**src/rtl/retire_buffer.sv**
```systemverilog
// In-order retire buffer: allocates entries at issue, captures writebacks by ID,
// and presents the completed in-order head entries to commit, popping them on ack.
module retire_buffer #(
    parameter int unsigned NR_ENTRIES      = 8,
    parameter int unsigned NR_COMMIT_PORTS = 2,
    parameter int unsigned NR_WB_PORTS     = 4,
    parameter int unsigned XLEN            = 64,
    parameter int unsigned VLEN            = 39,
    parameter int unsigned TID_W           = $clog2(NR_ENTRIES)
) (
    input  logic                             clk_i,
    input  logic                             rst_i,
    input  logic                             flush_i,
    input  logic                             issue_valid_i,
    output logic                             issue_ready_o,
    input  logic [VLEN-1:0]                  issue_pc_i,
    input  logic [4:0]                       issue_rd_i,
    input  logic                             issue_fpr_i,
    output logic [TID_W-1:0]                 issue_tid_o,
    input  logic [NR_WB_PORTS-1:0]           wb_valid_i,
    input  logic [NR_WB_PORTS*TID_W-1:0]     wb_tid_i,
    input  logic [NR_WB_PORTS*XLEN-1:0]      wb_data_i,
    input  logic [NR_WB_PORTS-1:0]           wb_ex_i,
    output logic [NR_COMMIT_PORTS-1:0]       commit_valid_o,
    output logic [NR_COMMIT_PORTS*VLEN-1:0]  commit_pc_o,
    output logic [NR_COMMIT_PORTS*5-1:0]     commit_rd_o,
    output logic [NR_COMMIT_PORTS-1:0]       commit_fpr_o,
    output logic [NR_COMMIT_PORTS*XLEN-1:0]  commit_result_o,
    output logic [NR_COMMIT_PORTS-1:0]       commit_ex_o,
    output logic [TID_W-1:0]                 commit_tid_o,
    input  logic [NR_COMMIT_PORTS-1:0]       commit_ack_i
);

    localparam int unsigned CNT_W = TID_W + 1;
    localparam int unsigned POP_W = $clog2(NR_COMMIT_PORTS + 1);

    typedef struct packed {
        logic            occ;
        logic            done;
        logic            ex;
        logic [VLEN-1:0] pc;
        logic [4:0]      rd;
        logic            fpr;
        logic [XLEN-1:0] result;
    } entry_t;

    entry_t            mem_q [NR_ENTRIES];
    entry_t            mem_d [NR_ENTRIES];
    logic [TID_W-1:0]  head_q, head_d;
    logic [TID_W-1:0]  tail_q, tail_d;
    logic [CNT_W-1:0]  count_q, count_d;

    logic [TID_W-1:0]            commit_idx [NR_COMMIT_PORTS];
    logic [NR_COMMIT_PORTS-1:0]  cvalid;
    logic                        valid_chain;
    logic                        ack_run;
    logic [POP_W-1:0]            pop_cnt;
    logic                        issue_fire;

    // Allocation is gated by registered occupancy only; same-cycle pops do not free space.
    assign issue_ready_o = ~rst_i & ~flush_i & (count_q < CNT_W'(NR_ENTRIES));
    assign issue_fire    = issue_valid_i & issue_ready_o;
    assign issue_tid_o   = tail_q;
    assign commit_tid_o  = head_q;

    for (genvar k = 0; k < NR_COMMIT_PORTS; k++) begin : g_commit
        assign commit_idx[k]                     = head_q + TID_W'(k);
        assign commit_pc_o[k*VLEN +: VLEN]       = mem_q[commit_idx[k]].pc;
        assign commit_rd_o[k*5 +: 5]             = mem_q[commit_idx[k]].rd;
        assign commit_fpr_o[k]                   = mem_q[commit_idx[k]].fpr;
        assign commit_result_o[k*XLEN +: XLEN]   = mem_q[commit_idx[k]].result;
        assign commit_ex_o[k]                    = mem_q[commit_idx[k]].ex;
    end

    // A port is valid only if every older port is valid as well.
    always_comb begin
        valid_chain = 1'b1;
        cvalid      = '0;
        for (int k = 0; k < NR_COMMIT_PORTS; k++) begin
            valid_chain = valid_chain & mem_q[commit_idx[k]].occ & mem_q[commit_idx[k]].done;
            cvalid[k]   = valid_chain;
        end
    end

    assign commit_valid_o = cvalid;

    // Only the leading run of acks on valid ports retires entries.
    always_comb begin
        ack_run = 1'b1;
        pop_cnt = '0;
        for (int k = 0; k < NR_COMMIT_PORTS; k++) begin
            ack_run = ack_run & commit_ack_i[k] & cvalid[k];
            if (ack_run) begin
                pop_cnt = pop_cnt + POP_W'(1);
            end
        end
    end

    // Next-state: issue, writeback (higher port wins), pop, then flush overrides all.
    always_comb begin
        mem_d   = mem_q;
        head_d  = head_q;
        tail_d  = tail_q;
        count_d = count_q;

        if (issue_fire) begin
            mem_d[tail_q].occ  = 1'b1;
            mem_d[tail_q].done = 1'b0;
            mem_d[tail_q].ex   = 1'b0;
            mem_d[tail_q].pc   = issue_pc_i;
            mem_d[tail_q].rd   = issue_rd_i;
            mem_d[tail_q].fpr  = issue_fpr_i;
            tail_d             = tail_q + TID_W'(1);
        end

        for (int p = 0; p < NR_WB_PORTS; p++) begin
            if (wb_valid_i[p] && mem_q[wb_tid_i[p*TID_W +: TID_W]].occ) begin
                mem_d[wb_tid_i[p*TID_W +: TID_W]].done   = 1'b1;
                mem_d[wb_tid_i[p*TID_W +: TID_W]].ex     = wb_ex_i[p];
                mem_d[wb_tid_i[p*TID_W +: TID_W]].result = wb_data_i[p*XLEN +: XLEN];
            end
        end

        for (int k = 0; k < NR_COMMIT_PORTS; k++) begin
            if (k < int'(pop_cnt)) begin
                mem_d[commit_idx[k]].occ  = 1'b0;
                mem_d[commit_idx[k]].done = 1'b0;
            end
        end

        head_d  = head_q + TID_W'(pop_cnt);
        count_d = count_q + CNT_W'(issue_fire) - CNT_W'(pop_cnt);

        if (flush_i) begin
            for (int i = 0; i < NR_ENTRIES; i++) begin
                mem_d[i] = '0;
            end
            head_d  = '0;
            tail_d  = '0;
            count_d = '0;
        end
    end

    always_ff @(posedge clk_i or posedge rst_i) begin
        if (rst_i) begin
            for (int i = 0; i < NR_ENTRIES; i++) begin
                mem_q[i] <= '0;
            end
            head_q  <= '0;
            tail_q  <= '0;
            count_q <= '0;
        end else begin
            mem_q   <= mem_d;
            head_q  <= head_d;
            tail_q  <= tail_d;
            count_q <= count_d;
        end
    end

endmodule

```
**config.mk**
```make
export PLATFORM = sky130hd
export DESIGN_NAME = retire_buffer
export DESIGN_NICKNAME = d
export VERILOG_FILES = /design/src/rtl/retire_buffer.sv
export SDC_FILE = /design/constraint.sdc
export NUM_CORES = 2
export LEC_CHECK = 0
export ABC_AREA = 0
export CAP_MARGIN = 40
export CELL_PAD_IN_SITES_DETAIL_PLACEMENT = 1
export CELL_PAD_IN_SITES_GLOBAL_PLACEMENT = 2
export CORE_ASPECT_RATIO = 0.8
export CORE_MARGIN = 4
export CORE_UTILIZATION = 38
export CTS_CLUSTER_DIAMETER = 60
export CTS_CLUSTER_SIZE = 24
export DETAILED_ROUTE_END_ITERATION = 10
export PLACE_DENSITY_LB_ADDON = 0.05
export SLEW_MARGIN = 20
export SYNTH_ARGS = -nofsm -noshare
export SYNTH_HDL_FRONTEND = slang
export SYNTH_SLANG_ARGS = --single-unit
```
**constraint.sdc**
```tcl
create_clock -name clk_i -period 50.1 [get_ports clk_i]
set_input_delay 15.03 -clock clk_i [delete_from_list [all_inputs] [get_ports clk_i]]
set_output_delay 15.03 -clock clk_i [all_outputs]
set_load 0.02 [all_outputs]
```
# [Yosys cells after proc, flatten, opt, wreduce, memory -nomap -nowiden]
# Index checks and enable logic that the tools add are counted.
[word_totals] reg_bits=906 in_bits=327 output_inout_bits=229 word_cells=210
[op_classes] n_addsub=6 n_lt_le_gt_ge=17 mux=98 bitwise_logic=18 n_reduce_logical=12
[op_table] op="$bwmux W896" n=22
[op_table] op="$demux W112 S3" n=22
[op_table] op="$mux W896" n=8
[op_table] op="$bmux W112 S3" n=6
[op_table] op="$mux W112" n=15
[op_table] op="$mux W111" n=7
[op_table] op="$mux W110" n=5
[op_table] op="$mux W64" n=4
[op_table] op="$mux W109" n=1
[op_table] op="$mux W70" n=1
[op_table] op="$mux W65" n=1
[op_table] op="$ge A4 B4 Y1 const B" n=7
[op_table] op="$lt A4 B1 Y1 const B" n=7
[op_table] op="$not A3 Y4" n=7
[op_table] op="$logic_and A1 B1 Y1" n=11
[op_table] op="$and A1 B1 Y1" n=9
[op_table] op="$mux W3" n=3
[op_table] op="$add A3 B1 Y3 const B" n=2
[op_table] op="$add A4 B1 Y4" n=1
[op_table] op="$lt A1 B2 Y1 const A" n=2
[op_table] op="$lt A4 B4 Y1 const B" n=1
[op_table] op="$mux W4" n=1
[op_table] op="$sub A4 B2 Y4" n=1
[op_table] op="$add A3 B2 Y3" n=1
[op_table] op="other kinds (5)" n=6

# [Longest topological paths before layout]
[logic_depth] ltp_word=35 depth_mapped=15 mapped_depth_nobuf=14

# [Worst setup path before layout]
# OpenSTA, ideal clock, no wires.
[synth_timing] path_type="input port to output port" startpoint="input flush_i" endpoint="output issue_ready_o" arrival_time_ns=16.118 required_ns=35.070 path_slack_ns=18.952 cell_stages=4 path_cell_list="clkbuf_1 clkbuf_1 clkbuf_1 nor3_1"
[synth_between] elab_chain_len=3
[synth_rtl] item="start, declared" line_no="13" text="input logic flush_i,"
[synth_rtl] item="$not A1 Y1" line_no="61" text="assign issue_ready_o = ~rst_i & ~flush_i & (count_q < CNT_W'(NR_ENTRIES));"
[synth_rtl] item="$and A1 B1 Y1 (2 in series)" line_no="61"
[synth_rtl] item="end, declared" line_no="15" text="output logic issue_ready_o,"
# No other way between the ends.

# [Worst setup path in the final report]
[layout_timing] startpoint="input rst_i" endpoint="output issue_ready_o"
[layout_between] elab_chain_len=3
[layout_rtl] item="start, declared" line_no="12" text="input logic rst_i,"
[layout_rtl] item="$not A1 Y1" line_no="61"
[layout_rtl] item="$and A1 B1 Y1 (2 in series)" line_no="61"
# No other way between the ends.

==> impl_metrics.ini <==
[status]
outcome = finished, final reports clean

[clock_network]
cts_tree = done
cts-htree-levels = 3
hold_buffers = 0
ctsResizeCount = 0
post_cts_buffers = 0
cts.clk_slew.worst_paths_ns = 0.06
cts.sinks = 906
numCtsBuffers = 120
clkLatencyLatePin_ns = 0.78
cts_buffer_depth = 3
cts-root-buf = clkbuf_16

[power_and_ir_drop]
pwr-share-comb_pct = 9.1
pwr-share-seq_pct = 39.4
power_density_nw_per_um2 = 24.5
vdd_ir_drop_max_mv = 0.0262
p_sw_share_pct = 29.0
p_switching_w = 0.000545
p_clk_share_pct = 51.6
p_int_w = 0.00134
leakage_nw = 31.2

[logic_synthesis]
synth_nets = 7103
yosysSeqAreaShare_pct = 35.0
ys_ff_latch = 906
synth_largest_area_cell = dfrtp_1
avgSynthCellArea_um2 = 9.57
yosys-top-cells-area = dfrtp_1 35%, mux4_2 14%, nand2_1 7.2%, mux2i_1 6.4%, mux2_2 5.8%
yosysTopAreaCellShare_pct = 35.0
synth_edf_count = 0
synth.distinct_cells = 73
yosysMostFrequentCell = nand2_1
synthTopCellsByCount = 1234 x nand2_1, 906 x dfrtp_1, 621 x nor2_1
synth-async-reset-ratio_pct = 100
syn_area_um2 = 64700
synth_ff_type = dfrtp_1
yosysWarnings = 0
synthCells = 6764

[routing]
routedWlPerCell_um = 35.6
vias_per_cell = 6.77
drtIter0Drc = 6783
first_pass_iters = 5
final_antenna_net_count = 0
wl_um = 325000
via_count = 61900
remaining_drc_errors = 0

[sta]
min_period_ns = 31.42
min_period_over_period_pct = 62.7
hold_slack_ns = 0.540
max_freq_mhz = 31.8
setup_tns_ns = 0
layout_setup_ws_ns = 18.68
fin_skew_ns = 0.0300
hold_viol = 0
setup_violations = 0
drv_slew = 0
rsz0062_at_grt = false
slew_headroom_pct = 33.5
tightest_slew_ns = 0.998

[final_layout]
final_cell_area_um2 = 76700
areaGrowthSynthToFinish_pct = 18.6
drive_above_1_share_pct = 18.9
fin_cells = 9141
fin_nets = 7057

[setup_path]
path_class = primary input to output port
crit_path_end_kind = output port
crit_required_ns = 35.07
start_kind = primary input
crit_path_max_fanout = 3
cp.arrival_ns = 16.39

[die]
rows = 135
dieArea_um2 = 177000
core_area_um2 = 169000
io_pins = 556
dieWidth_um = 469
initial_utilization_pct = 38.2
die_h_um = 377

[grt]
track_usage_pct = 35.5
grt_pass1_wl_um = 466000
antenna_found_initial = 86
grt_pass1_vias = 62400
overflow = 0
grt_max_degree = 140

[placed_design]
place.gp.congestion = 0.816
dp.cells = 8842
hpwl_um = 194000
dpl_worst_slack_ns = 18.68
post_dp_cell_area_um2 = 71900
portBuffers = 555

[hold_path]
hp-class = flip-flop to flip-flop

[flow_run]
cap_viol_max_count = 0
[registers in the layout (all words and copies together) (netlist names)]
signal	flops
mem_q	896
issue_tid_o	3
count_q	4
commit_tid_o	3
[cell families (layout without fill, tap and decap cells)]
| logic type | count (synthesis) | after routing | synth area share [%] |
|---|---|---|---|
| adder cells (fa/ha/maj) | 12 | 12 | 0.255 |
| other | 0 | 58 | 0 |
| XOR/XNOR | 7 | 7 | 0.106 |
| AND/OR/NAND/NOR | 2045 | 2045 | 12.6 |
| multiplexers | 1210 | 1210 | 27.1 |
| buffers and inverters | 941 | 1000 | 6.04 |
| AO/OA/AOI/OAI | 1643 | 1643 | 18.9 |
| flip-flops | 906 | 906 | 35.0 |
[layout make-up]
type | instances | area (um2)
clock inverters | 95 | 1200
repair buffers | 755 | 8090
well taps | 2260 | 2830
multi-input cells | 4917 | 38600
inverters | 18 | 80.1
clock buffers | 132 | 3160
flip-flops and latches | 906 | 22700
diodes | 58 | 145
fillers | 18500 | 92500
[through the flow]
| step | utilization (%) | power, W |
|---|---|---|
| floorplan | - | 0.000837 |
| global placement | 41.8 | 0.000917 |
| detailed placement | 42.5 | 0.000921 |
| CTS | 45.1 | 0.00189 |
| global route | 45.3 | 0.00193 |
| finish | 45.3 | 0.00188 |
[power by group through the flow]
stage / clock network [W] / logic [W] / registers [W]
finish: 0.000970 / 0.000170 / 0.000741
global route: 0.00101 / 0.000179 / 0.000741
CTS: 0.000982 / 0.000167 / 0.000741
detailed placement: 0 / 0.000167 / 0.000754
global placement: 0 / 0.000163 / 0.000754
floorplan: 0 / 0.0000832 / 0.000754
[critical path, stage by stage]
cell             delay (ns)
clkdlybuf4s50_1        0.54
nor3_1                 0.18
clkdlybuf4s50_1        0.63
[layer usage]
metal | share of wire [%] | vias up | track usage [%]
met3 | 8.5 | 726 | 7.01
met4 | 4.2 | 24 | 15.8
met5 | 0.044 | - | 0
met1 | 42 | 32800 | 49.1
li1 | - | 25100 | -
met2 | 45 | 3263 | 54.1
[cells in the final DEF (no fill, tap or decap), types with 146 or more instances in the layout]
| master | count |
|---|---|
| nand2_1 | 1232 |
| mux4_2 | 392 |
| mux2_2 | 336 |
| clkdlybuf4s50_1 | 554 |
| dfrtp_1 | 903 |
| a22oi_1 | 257 |
| a21oi_1 | 374 |
| o22ai_1 | 216 |
| a211o_1 | 192 |
| nor2_1 | 614 |
| a311oi_1 | 197 |
| mux2i_1 | 411 |
| o221ai_1 | 146 |
[final timing paths]
path	from	endpoint	slack [ns]	cells after the start
max in group asynchronous	rst_i	mem_q[51]	32.76	6
min in group asynchronous	rst_i	mem_q[303]	14.86	2
min reg2reg	mem_q[553]	mem_q[553]	0.54	2
max reg2reg	commit_tid_o[1]	count_q[3]	45.09	13
max	rst_i	issue_ready_o	18.68	3
min	mem_q[553]	mem_q[553]	0.54	2
Power figures use the tool's default switching activity.
